==> config.mk <==
export PLATFORM = sky130hd
export DESIGN_NAME = mips_datapath
export DESIGN_NICKNAME = d
export VERILOG_FILES = /design/src/rtl/mips_datapath.sv
export SDC_FILE = /design/constraint.sdc
export NUM_CORES = 2
export LEC_CHECK = 0
export ABC_AREA = 1
export BUFFER_PORTS_ARGS = -buffer_cell sky130_fd_sc_hd__buf_4
export CORE_MARGIN = 3
export CORE_UTILIZATION = 30
export CTS_CLUSTER_DIAMETER = 200
export DETAILED_ROUTE_END_ITERATION = 12
export GPL_ROUTABILITY_DRIVEN = 0
export GPL_TIMING_DRIVEN = 0
export PLACE_DENSITY = 0.55
export SLEW_MARGIN = 20
export SYNTH_ARGS = -nofsm -noshare
export SYNTH_HDL_FRONTEND = slang
export SYNTH_SLANG_ARGS = --single-unit
export TNS_END_PERCENT = 50
==> constraint.sdc <==
create_clock -name clk -period 8.3 [get_ports clk]
set_input_delay 0.415 -clock clk [delete_from_list [all_inputs] [get_ports clk]]
set_output_delay 0.415 -clock clk [all_outputs]
set_load 0.02 [all_outputs]
==> src/rtl/mips_datapath.sv <==
// mips_datapath: single-cycle 32-bit MIPS-style datapath without a control unit.
// PC, instruction ROM, 32x32 register file, sign extender, ALU and data RAM.
// All control signals are supplied externally; every instruction retires in one clock.
module mips_datapath #(
    parameter int IMEM_DEPTH = 64,
    parameter int DMEM_DEPTH = 64
) (
    input  logic        clk,
    input  logic        rst,
    input  logic        reg_write_en,
    input  logic        reg_dst,
    input  logic        alu_src,
    input  logic [2:0]  alu_ctrl,
    input  logic        mem_write_en,
    input  logic        mem_to_reg,
    output logic [31:0] pc_out,
    output logic [31:0] alu_result
);

    localparam int IA = $clog2(IMEM_DEPTH);
    localparam int DA = $clog2(DMEM_DEPTH);

    logic [31:0] pc;
    logic [25:0] instr;
    logic [4:0]  rs;
    logic [4:0]  rt;
    logic [4:0]  rd;
    logic [4:0]  wa;
    logic [31:0] regs [32];
    logic [31:0] ram [DMEM_DEPTH] = '{default: '0};
    logic [31:0] rd1;
    logic [31:0] rd2;
    logic [31:0] imm;
    logic [31:0] src_b;
    logic [31:0] ram_rd;
    logic [31:0] wb;

    // The opcode field is never decoded here (control comes from outside),
    // so the ROM only stores instruction bits [25:0]:
    // addi $t0,$0,5 / addi $t1,$0,10 / add $t2,$t0,$t1 / sw $t2,4($0)
    function automatic logic [25:0] rom_word(input logic [IA-1:0] addr);
        case (int'(addr))
            0:       rom_word = 26'h0080005;
            1:       rom_word = 26'h009000A;
            2:       rom_word = 26'h1095020;
            3:       rom_word = 26'h00A0004;
            default: rom_word = 26'h0000000;
        endcase
    endfunction

    assign pc_out = pc;
    assign instr  = rom_word(pc[IA+1:2]);
    assign rs     = instr[25:21];
    assign rt     = instr[20:16];
    assign rd     = instr[15:11];
    assign wa     = reg_dst ? rd : rt;

    assign rd1    = (rs == 5'd0) ? 32'd0 : regs[rs];
    assign rd2    = (rt == 5'd0) ? 32'd0 : regs[rt];
    assign imm    = {{16{instr[15]}}, instr[15:0]};
    assign src_b  = alu_src ? imm : rd2;

    assign ram_rd = ram[alu_result[DA+1:2]];
    assign wb     = mem_to_reg ? ram_rd : alu_result;

    // Program counter: advances by one word every clock, no branches, wraps at 2^32
    always_ff @(posedge clk or posedge rst) begin
        if (rst) begin
            pc <= 32'd0;
        end else begin
            pc <= pc + 32'd4;
        end
    end

    // Register file write port; R0 is never written so it always holds zero
    always_ff @(posedge clk or posedge rst) begin
        if (rst) begin
            for (int i = 0; i < 32; i++) begin
                regs[i] <= 32'd0;
            end
        end else if (reg_write_en && (wa != 5'd0)) begin
            regs[wa] <= wb;
        end
    end

    // Data RAM write port; contents survive reset, only the power-up value is zero
    always_ff @(posedge clk) begin
        if (mem_write_en && !rst) begin
            ram[alu_result[DA+1:2]] <= rd2;
        end
    end

    // ALU: unlisted operation codes produce zero, arithmetic wraps silently
    always_comb begin
        alu_result = 32'd0;
        case (alu_ctrl)
            3'b000:  alu_result = rd1 & src_b;
            3'b001:  alu_result = rd1 | src_b;
            3'b010:  alu_result = rd1 + src_b;
            3'b110:  alu_result = rd1 - src_b;
            3'b111:  alu_result = {31'd0, ($signed(rd1) < $signed(src_b))};
            default: alu_result = 32'd0;
        endcase
    end

endmodule

==> impl_metrics.json <==
{
  "status": "finished, final reports clean",
  "ys_seq_area_frac": 0.678,
  "yosysUniqueCellTypes": 45,
  "die_w_microns": 573,
  "fin_tns_setup_ns": 0,
  "p_clk_frac": 0.433,
  "worst_slew_pin_slew_ns": 1.20,
  "hold_viol_final": 0,
  "p_comb_frac": 0.046,
  "ant_nets": 0,
  "powerDensity_nw_per_um2": 199,
  "hold_path_class": "input port to register",
  "cp.arrival_ns": 8.80,
  "drtPass1Iterations": 8,
  "cp_slowest_cell": "nor3_4",
  "crit_chain": "nor2_1 -> nand3_1 -> inv_2 -> nor2_2 -> inv_2 -> buf_2 -> buf_2 -> a21oi_1 -> a221oi_4 -> nand2_1 -> ha_1 -> nand2_1 -> nor3_1 -> nand2_1 -> nand2_1 -> nand2_1 -> nand3_2 -> nand3_2 -> nor3_4 -> inv_1 -> clkbuf_1 -> nor2_4 -> buf_16 -> buf_12",
  "cp_max_fo": 14,
  "final_nets": 10300,
  "htree_levels": 4,
  "rows": 207,
  "end_kind": "register",
  "final_max_slew_viol_count": 0,
  "cp_common_cell": "nand2_1",
  "seqPwrFrac": 0.522,
  "synth_top_area_frac": 0.637,
  "clockBufferDepth": 3,
  "fp.dieH_microns": 573,
  "cts-root-buf": "clkbuf_16",
  "fmax_mhz": 121,
  "post-place-ws_ns": -0.989,
  "setup_viol": 0,
  "cpPeakStageDelay_ns": 0.90,
  "cts_tree": "built",
  "postLayoutSetupSlackWorst_ns": 0.0564,
  "first_iter_violations": 11100,
  "grt_pass1_vias": 68800,
  "holdCritStartpoint": "reg_dst",
  "yosys.area.top_type": "edfxtp_1",
  "postSynthCellCount": 9551,
  "avgSynthCellArea_sq_um": 10.1,
  "synthTopCellsByArea": "edfxtp_1 64%, nand2_1 19%, dfrtp_1 4.1%",
  "power.internal_mw": 17.8,
  "hpwl_microns": 270000,
  "grt_usage": 0.220,
  "yosys_warnings": 0,
  "ys.flop_type": "edfxtp_1",
  "timing.final.crit_share": 0.993,
  "antenna_found_initial": 21,
  "layout-drive-gt1-share": 0.115,
  "vias_per_cell": 5.11,
  "wirelength_microns": 376000,
  "grt_max_degree": 95,
  "start_kind": "register",
  "insertion_delay_ns": 0.90,
  "critPathLaunch": "pc_out[5]$_DFF_PP0_",
  "overflow": 0,
  "initial_utilization": 0.303,
  "area_growth_syn_to_layout_pct": 20.5,
  "cts_sinks": 2206,
  "grt_pass1_wl_microns": 520000,
  "via_count": 75000,
  "cts_buffers": 225,
  "core_area_sq_um": 319000,
  "io_pins": 74,
  "fin_crit_ns": 8.24,
  "path_buf_inv": 8,
  "switching_power_mw": 5.33,
  "drc": 0,
  "peakVddDrop_uv": 197,
  "io_buffer_count": 71,
  "n_fill_cell": 31600,
  "synthArstFlopShare": 0.0716,
  "ys_seq_elements": 2206,
  "critPathKind": "register to register",
  "clock_skew_ns": 0.0857,
  "r2r_slack_ns": 0.06,
  "wl_per_cell_microns": 25.6,
  "slew_headroom": 0.200,
  "swShare": 0.230,
  "maxCapViolations": 0,
  "synth_enable_flop_cells": 2048,
  "p_leak_nw": 49.6,
  "r2r-start": "pc_out[5]$_DFF_PP0_",
  "dieArea_sq_um": 329000,
  "crit_family": "simple AND/OR/NAND/NOR gates",
  "cts.clk_slew.worst_paths_ns": 0.06,
  "required_ns": 8.86,
  "syn-cell-area_sq_um": 96600
}
layout by cell type (no fill, tap or decap), types with 48 or more instances in the layout:
cell type and instances:
a21oi_1 234, buf_12 72, buf_16 76, buf_2 279, buf_4 139, buf_6 83, buf_8 51, clkbuf_1 200
clkbuf_16 225, clkinv_1 48, dfrtp_1 158, edfxtp_1 2048, ha_1 101, inv_1 270, nand2_1 4971, nand3_1 415
nand4_1 213, nor2_1 229, nor2_4 73, o21ai_0 97
registers in the layout, indices dropped and copies added, names as in the netlist:
signal and cells:
pc_out 30, ram 2048, regs 128
power by group through the flow:
stage                     clock network (mW)  registers, mW  logic [mW]
after floorplan                            0           12.3       0.524
after global placement                     0           12.3       0.971
after detailed placement                   0           12.3        1.01
after CTS                               10.1           12.1        1.02
after global routing                    10.5           12.1        1.11
final                                   10.0           12.1        1.06
layout make-up:
class                           count  area [sq um]  share of cell area
Tap cell                         4284          5360              0.0461
Clock buffer                      291          5960              0.0512
Timing Repair Buffer              409          6190              0.0532
Sequential cell                  2206         65500               0.562
Inverter                          296          1130             0.00968
Buffer                            469          2170              0.0187
Clock inverter                    127          1160             0.00995
Multi-Input combinational cell   6581         28900               0.249
Antenna cell                       13          32.5            0.000280
worst reg2reg max path: stages, from the launching register on:
cell and delay (ns):
dfrtp_1 0.43, nor2_1 0.25, nand3_1 0.47, inv_2 0.25, nor2_2 0.12, inv_2 0.09
buf_2 0.27, buf_2 0.40, a21oi_1 0.19, a221oi_4 0.66, nand2_1 0.31, ha_1 0.52
nand2_1 0.16, nor3_1 0.17, nand2_1 0.11, nand2_1 0.13, nand2_1 0.08, nand3_2 0.11
nand3_2 0.41, nor3_4 0.92, inv_1 0.26, clkbuf_1 0.52, nor2_4 0.64, buf_16 0.24
buf_12 0.21
synthesized netlist by cell type, types with 15 or more instances:
cell type and number:
inv_2 19, a221oi_1 29, inv_1 275, nor2_1 303, o21ai_0 97, nor3_1 35, xor2_1 21, a21oi_1 234
edfxtp_1 2048, nand2_1 4971, clkbuf_1 149, and2_1 21, buf_1 29, o21ai_1 23, o22ai_1 15, dfrtp_1 158
ha_1 101, nand3_1 426, nand4_1 213, buf_2 277
logic make-up (layout without fill, tap and decap cells):
family / count (synthesis) / count (layout) / synth area share
flops: 2206 / 2206 / 0.678
compound gates: 435 / 435 / 0.0248
xor+xnor: 28 / 28 / 0.00254
fa+ha+maj: 103 / 103 / 0.0135
other cells: 1 / 15 / 0.0000388
buf+inv: 765 / 1592 / 0.0339
simple gates: 6013 / 6013 / 0.248
metal layers:
metal	vias up	wire length, microns	track usage	share of wire
met2	4366	164000	0.335	0.44
met3	868	42500	0.0527	0.11
met4	8	20800	0.105	0.055
li1	33200	-	-	-
met5	-	252	0	0.00067
met1	36600	148000	0.295	0.39
metrics by stage:
step / power [mW] / area (sq um) / util / cells / hold WS, ns
finish: 23.1 / 116000 / 0.365 / 14700 / 0.0976
global route: 23.7 / 116000 / 0.365 / 14700 / 0.127
CTS: 23.2 / 116000 / 0.364 / 14700 / 0.0622
detailed placement: 13.3 / 109000 / 0.340 / 14200 / 0.461
global placement: 13.3 / 103000 / 0.321 / 13900 / 0.460
floorplan: 12.8 / 96600 / - / 9552 / 0.444
path summary, 6_finish.rpt:
path | endpoint | cells past startpoint
max | ram[5][21]$_DFFE_PP_ | 24
max reg2reg | ram[5][21]$_DFFE_PP_ | 24
max in group asynchronous | regs[739]$_DFFE_PP0P_ | 4
min in group asynchronous | pc_out[5]$_DFF_PP0_ | 3
min | regs[734]$_DFFE_PP0P_ | 6
min reg2reg | regs[706]$_DFFE_PP0P_ | 2
repair_timing:
item	in CTS	in global routing
hold buffers	2	0
endpoints found under the setup margin	1493	1781
endpoints found under the hold margin	76	0
pin swaps	39	5
resized for setup	15	17
buffers inserted	53	10
Note: power is estimated with default switching activity, not from simulation.
